## config.mk

```make
export PLATFORM = sky130hd
export DESIGN_NAME = fp_mul
export DESIGN_NICKNAME = d
export VERILOG_FILES = /design/src/rtl/fp_mul.sv
export SDC_FILE = /design/constraint.sdc
export NUM_CORES = 2
export LEC_CHECK = 0
export CORE_MARGIN = 1
export CORE_UTILIZATION = 35
export DETAILED_ROUTE_END_ITERATION = 16
export HOLD_SLACK_MARGIN = 0.12
export SYNTH_ARGS = -nofsm -noshare
export SYNTH_HDL_FRONTEND = slang
export SYNTH_SLANG_ARGS = --single-unit
export TNS_END_PERCENT = 1
```

## constraint.sdc

```tcl
create_clock -name aclk -period 4 [get_ports aclk]
set_input_delay 0.4 -clock aclk [delete_from_list [all_inputs] [get_ports aclk]]
set_output_delay 0.4 -clock aclk [all_outputs]
set_load 0.005 [all_outputs]
```

## src/rtl/fp_mul.sv

```systemverilog
// fp_mul: 3-stage pipelined binary32 multiplier, round-to-nearest-even,
// subnormal inputs read as zero, tiny results flushed to zero, flags {invalid, overflow, underflow}.
module fp_mul (
    input  logic        aclk,
    input  logic        aresetn,
    input  logic        aclken,
    input  logic [31:0] a_in,
    input  logic [31:0] b_in,
    output logic [31:0] result_out,
    output logic        result_tvalid,
    output logic [2:0]  result_tuser
);
    typedef enum logic [1:0] {K_ZERO, K_NORM, K_INF, K_NAN} kind_t;

    logic [2:0]        vld_q, vld_d;
    kind_t             s1_kind_q, s1_kind_d, s2_kind_q, s2_kind_d;
    logic              s1_sign_q, s1_sign_d, s2_sign_q, s2_sign_d;
    logic signed [9:0] s1_exp_q, s1_exp_d, s2_exp_q, s2_exp_d;
    logic [47:0]       s1_prod_q, s1_prod_d;
    logic [22:0]       s2_frac_q, s2_frac_d;
    logic [31:0]       res_q, res_d;
    logic [2:0]        flags_q, flags_d;

    logic              a_zero, b_zero, a_inf, b_inf, a_nan, b_nan;
    logic [23:0]       ma, mb, mant;
    logic              guard, sticky;
    logic [24:0]       rnd;
    logic signed [9:0] exp_n;

    always_comb begin
        a_zero    = a_in[30:23] == 8'h00;
        b_zero    = b_in[30:23] == 8'h00;
        a_inf     = (&a_in[30:23]) && a_in[22:0] == 23'd0;
        b_inf     = (&b_in[30:23]) && b_in[22:0] == 23'd0;
        a_nan     = (&a_in[30:23]) && (|a_in[22:0]);
        b_nan     = (&b_in[30:23]) && (|b_in[22:0]);
        s1_kind_d = (a_nan || b_nan || (a_inf && b_zero) || (b_inf && a_zero)) ? K_NAN :
                    (a_inf || b_inf) ? K_INF :
                    (a_zero || b_zero) ? K_ZERO : K_NORM;
        s1_sign_d = a_in[31] ^ b_in[31];
        s1_exp_d  = $signed({2'b00, a_in[30:23]}) + $signed({2'b00, b_in[30:23]}) - 10'sd127;
        ma        = {1'b1, a_in[22:0]};
        mb        = {1'b1, b_in[22:0]};
        s1_prod_d = 48'(ma) * 48'(mb);
    end

    // Product of two 1.x mantissas lies in [1,4): bit 47 decides the one-place normalise.
    always_comb begin
        mant      = s1_prod_q[47] ? s1_prod_q[47:24] : s1_prod_q[46:23];
        guard     = s1_prod_q[47] ? s1_prod_q[23] : s1_prod_q[22];
        sticky    = s1_prod_q[47] ? |s1_prod_q[22:0] : |s1_prod_q[21:0];
        exp_n     = s1_exp_q + (s1_prod_q[47] ? 10'sd1 : 10'sd0);
        rnd       = {1'b0, mant} + {24'd0, guard & (sticky | mant[0])};
        s2_frac_d = rnd[24] ? rnd[23:1] : rnd[22:0];
        s2_exp_d  = exp_n + (rnd[24] ? 10'sd1 : 10'sd0);
        s2_sign_d = s1_sign_q;
        s2_kind_d = s1_kind_q;
    end

    always_comb begin
        res_d   = {s2_sign_q, 31'd0};
        flags_d = 3'b000;
        if (s2_kind_q == K_NAN) begin
            res_d   = 32'h7FC0_0000;
            flags_d = 3'b100;
        end else if (s2_kind_q == K_INF) begin
            res_d = {s2_sign_q, 8'hFF, 23'd0};
        end else if (s2_kind_q == K_NORM) begin
            if (s2_exp_q >= 10'sd255) begin
                res_d   = {s2_sign_q, 8'hFF, 23'd0};
                flags_d = 3'b010;
            end else if (s2_exp_q <= 10'sd0) begin
                flags_d = 3'b001;
            end else begin
                res_d = {s2_sign_q, s2_exp_q[7:0], s2_frac_q};
            end
        end
        vld_d = {vld_q[1:0], 1'b1};
    end

    // Reset leaves stage 2 holding a zero, so the output stays 0 until real data arrives.
    always_ff @(posedge aclk or negedge aresetn) begin
        if (!aresetn) begin
            vld_q     <= 3'b000;
            s1_kind_q <= K_ZERO;
            s1_sign_q <= 1'b0;
            s1_exp_q  <= 10'sd0;
            s1_prod_q <= 48'd0;
            s2_kind_q <= K_ZERO;
            s2_sign_q <= 1'b0;
            s2_exp_q  <= 10'sd0;
            s2_frac_q <= 23'd0;
            res_q     <= 32'd0;
            flags_q   <= 3'b000;
        end else if (aclken) begin
            vld_q     <= vld_d;
            s1_kind_q <= s1_kind_d;
            s1_sign_q <= s1_sign_d;
            s1_exp_q  <= s1_exp_d;
            s1_prod_q <= s1_prod_d;
            s2_kind_q <= s2_kind_d;
            s2_sign_q <= s2_sign_d;
            s2_exp_q  <= s2_exp_d;
            s2_frac_q <= s2_frac_d;
            res_q     <= res_d;
            flags_q   <= flags_d;
        end
    end

    assign result_out    = res_q;
    assign result_tvalid = vld_q[2];
    assign result_tuser  = flags_q;
endmodule

```

; ---- Word-level counts from Yosys, hierarchy flattened
; Index checks and enable logic that the tools add are counted.
[totals]
reg_bits = 135
in_bits = 67
output_inout_bits = 36
word_cells = 65
[classes]
add_sub_neg = 5
mul = 1
n_lt_le_gt_ge = 2
eq_ne = 3
muxes = 19
n_bitwise = 3
reduce_logical = 21
[op_table]
columns = op, n
row1 = $mux 31, 4
row2 = $reduce_or 23->1, 3
row3 = $mul 24x24->48, 1
row4 = $logic_not 23->1, 2
row5 = $mux 32, 1
row6 = $add 24x1->25, 1
row7 = $mux 24, 1
row8 = $mux 23, 1
row9 = $reduce_or 22->1, 1
row10 = $add 10x2->10, 2
row11 = $logic_not 8->1, 2
row12 = $reduce_and 8->1, 2
row13 = $ge 10x9->1 const B, 1
row14 = $le 10x1->1 const B, 1
row15 = $mux 2, 5
row16 = $sub 9x7->10 const B, 1
row17 = $add 8x8->9, 1
row18 = $logic_and 1x1->1, 6
row19 = $mux 1, 6
row20 = $logic_or 1x1->1, 5
row21 = $eq 2x2->1 const B, 2
row22 = $mux 3, 1
row23 = $eq 2x1->1 const B, 1
row24 = $and 1x1->1, 1
row25 = 2 further kinds, 2

; ---- Longest topological paths before layout
[logic_depth]
ltp_word = 7
depth_mapped = 26
depth_no_buf = 24

; ---- Least setup slack after synthesis
; Ideal clock, no wire load.
[synth_path]
path_kind = in2reg
from = input port b_in[3]
to = register s1_prod_q[40]
setup_ns = 0.125
arrival_time_ns = 6.610
required_ns = 3.875
slack_ns = -2.735
cell_stages = 24
path_cell_list = clkbuf_1 nand2_1 fa_1 inv_1 fa_1 inv_1 fa_1 inv_1 fa_1 inv_1 fa_1 inv_1 fa_1 fa_1 ha_1 clkbuf_2 nand4_1 a211oi_1 o21bai_1 a2111o_1 a2111oi_4 o21ai_0 xnor2_1 mux2_2
[synth_between]
elab_chain_cells = 1
[synth_rtl]
columns = element, line_no
row1 = start: declaration, 8  ; input logic [31:0] b_in,
row2 = $mul 24x24->48, 44  ; s1_prod_d = 48'(ma) * 48'(mb);
row3 = end signal: assignment, 100  ; s1_prod_q <= s1_prod_d;
row4 = end: declaration, 19  ; logic [47:0] s1_prod_q, s1_prod_d;
; Every way passes these cells.
; A chain may end at the register's enable or synchronous reset.

; ---- Worst setup path in the final report
[layout_path]
from = input port a_in[6]
to = register s1_prod_q[43]
[layout_between]
elab_chain_cells = 1
[layout_rtl]
columns = element, line_no
row1 = start: declaration, 7  ; input logic [31:0] a_in,
row2 = $mul 24x24->48, 44
; Every way passes these cells.

==> metrics <==
Worst Clk Skew=0.01692 ns; routability congestion estimate=0.8993; layout cells sized above 1=0.1626; clk root buf=clkbuf_16; post-route cell area=31450 um2; Reg2Reg Depth=15; CTS buffer count=17; pre-CTS setup slack=-3.381 ns; area leader, netlist=fa_1; DRT iter0 DRCs=1135; final setup violation count=42; status=complete, but fails checks; Gate Count Post-Synth=2842; routed len/inst=16.64 um; post-synthesis area per instance=9.040 um2; via count=19710; maximum capacitance violations=0; #FFs+latches synth=135; met1 global-route usage=0.2810; Pre-antenna DRT Iters=5; CTS Sinks=135; Synth Net Count=3583; clock latency at the later pin of the worst-skew pair=0.43 ns; CTS tree=yes; Pins Over Slew Limit=0; most used routing layer=met2; Antenna Diode Count=0; worst hold stages=1; critical path class=in2reg; Die Area=74490 um2; Slowest Stage Delay on Critical Path=0.57 ns; Rows=98; Stages on worst setup path=23; Worst Setup Start Kind=input pin; CP arrival=7.13 ns; CP cell instances=clkdlybuf4s50_1 > buf_6 > buf_4 > nand2_1 > fa_1 > inv_1 > fa_1 > fa_1 > fa_1 > fa_1 > fa_1 > inv_1 > fa_1 > inv_1 > ha_1 > nand4_1 > nor4_2 > a211oi_2 > buf_4 > buf_4 > or4_1 > a211o_1 > nand3_1; drt total wl=68430 um; Max Fanout on Critical Path=10; GR Util met3=0.02803; Worst slew margin=0.4401; fin nets=3890; dominant cells by area after synthesis=fa_1, dfrtp_1, ha_1; Post-Syn Area=25690 um2; Seq/Total Area, Yosys=0.1315; HP Class=reg2reg; Period Utilization, post-route=1.694; met2 global-route usage=0.3098; Filler Cells Inserted=7055; required time of the critical path=4.35 ns; largest net degree at the start of global routing=85; Async S/R FF share, synth=1.000; Routed Antenna Nets=0; core area=72100 um2; DRC viols=0; global-route wire length before repair=114600 um; most frequent cells in the layout=inv_1, fa_1, nand2_1, buf_4, and2_1; placed inst area=30290 um2; fin crit period=6.778 ns; Worst path top cell family by delay=adder cells; Yosys warnings=0; IO Port Bufs=102; Via density=4.794; Primary FF master, synth=dfrtp_1; Clock Path Buffers=2; chip width=272.9 um; violated checks=negative setup slack; Max stage delay cell, worst path=fa_1; Initial Utilization=0.3563; Die Height=272.9 um; CP Capture Type=register; setup slack after layout=-2.778 ns; vias in the first global route=20790; DP Wirelength=58660 um; Post-synth EDFFs=0; synth-to-layout area growth=22.43%; Fin. Hold Viols=0; Congestion Overflow GR=0; num ports=103; CTS H-tree depth=4; clock slew at reported path FFs=0.07 ns; initial antenna violation count=0; share of the synthesized area in the top cell type=0.3771; CP Buf/Inv Count=8; Crit path top cell by count=fa_1; Netlist cell types=68; fmax=0.1475 GHz; Post-CTS Setup Repair Bufs=0; measured slew at the worst slew-check pin=0.8399 ns; hold_ws=0.4707 ns; RSZ-0062 raised after global routing=true; Global Route Usage Sum=0.1939; commonest non-fill, non-tap cell in the layout=inv_1
==> routing by layer <==
layer,vias to the layer above,share of wire
met4,0,0.015
met2,479,0.46
met3,37,0.052
met1,9885,0.47
met5,-,0
li1,9312,-
==> through the flow <==
stage	TNS (ns)	util	instances
after CTS	-90.71	0.4340	4112
final	-88.96	0.4363	4112
after floorplan	-73.99	-	2842
after global routing	-99.26	0.4363	4112
after global placement	-118.24	0.4202	4079
after detailed placement	-117.42	0.4202	4079
==> synthesized netlist by cell type, drive strengths merged (15+ instances only) <==
cell type and instances:
nor2 102, nor4 24, fa 484, nand4 36
mux2 48, o21bai 17, inv 609, xnor2 50
ha 190, xor2 23, and2 248, o21ai 60
nand2 346, nor3 15, a22o 22, clkbuf 128
dfrtp 135, a21oi 99, nand3 39
==> worst paths after layout <==
kind                                              endpoint                 startpoint  slack [ns]
min in group asynchronous       result_out[13]$_DFFE_PN0P_                    aresetn        0.61
worst max-delay path             s1_prod_q[43]$_DFFE_PN0P_                    a_in[6]       -2.78
worst min-delay path                  vld_q[0]$_DFFE_PN0P_       vld_q[0]$_DFFE_PN0P_        0.47
max in group asynchronous          s1_exp_q[5]$_DFFE_PN0P_                    aresetn        2.51
worst min register to register        vld_q[0]$_DFFE_PN0P_       vld_q[0]$_DFFE_PN0P_        0.47
worst max register to register     s2_exp_q[9]$_DFFE_PN0P_  s1_prod_q[47]$_DFFE_PN0P_        0.61
==> flip-flops by register name, indices dropped and copies added, names as in the netlist <==
register and cells:
s1_prod_q 48, vld_q 3, result_out 32, result_tuser 3
s2_frac_q 23, s1_kind_q 2, s1_sign_q 1, s2_kind_q 2
s1_exp_q 10, s2_sign_q 1, s2_exp_q 10
==> layout make-up <==
type                       instances  area (um2)  area share
tap                              950        1189     0.03779
clock inverter                    15       197.7    0.006285
sequential                       135        3378      0.1074
inverter                         613        2318     0.07371
multi-input combinational       1952       19980      0.6351
clock buffer                      17       425.4     0.01352
timing repair buffer             430        3970      0.1262
==> repair_timing <==
action | in CTS | in global routing
hold buffers | 1 | 0
setup endpoints to repair | 42 | 42
cloned | 0 | 0
hold endpoints to repair | 82 | 0
resized for setup | 87 | 47
pin swaps | 25 | 6
==> kinds of logic after synthesis <==
logic type	synth area share
AND/OR/NAND/NOR	0.1628
multiplexers	0.02610
AO/OA/AOI/OAI	0.07427
adder cells (fa/ha/maj)	0.4697
buffers and inverters	0.1107
flip-flops	0.1315
XOR/XNOR	0.02489
Power is not shown: default switching activity piles up to over one toggle a cycle in this logic, so the estimate is an artifact.
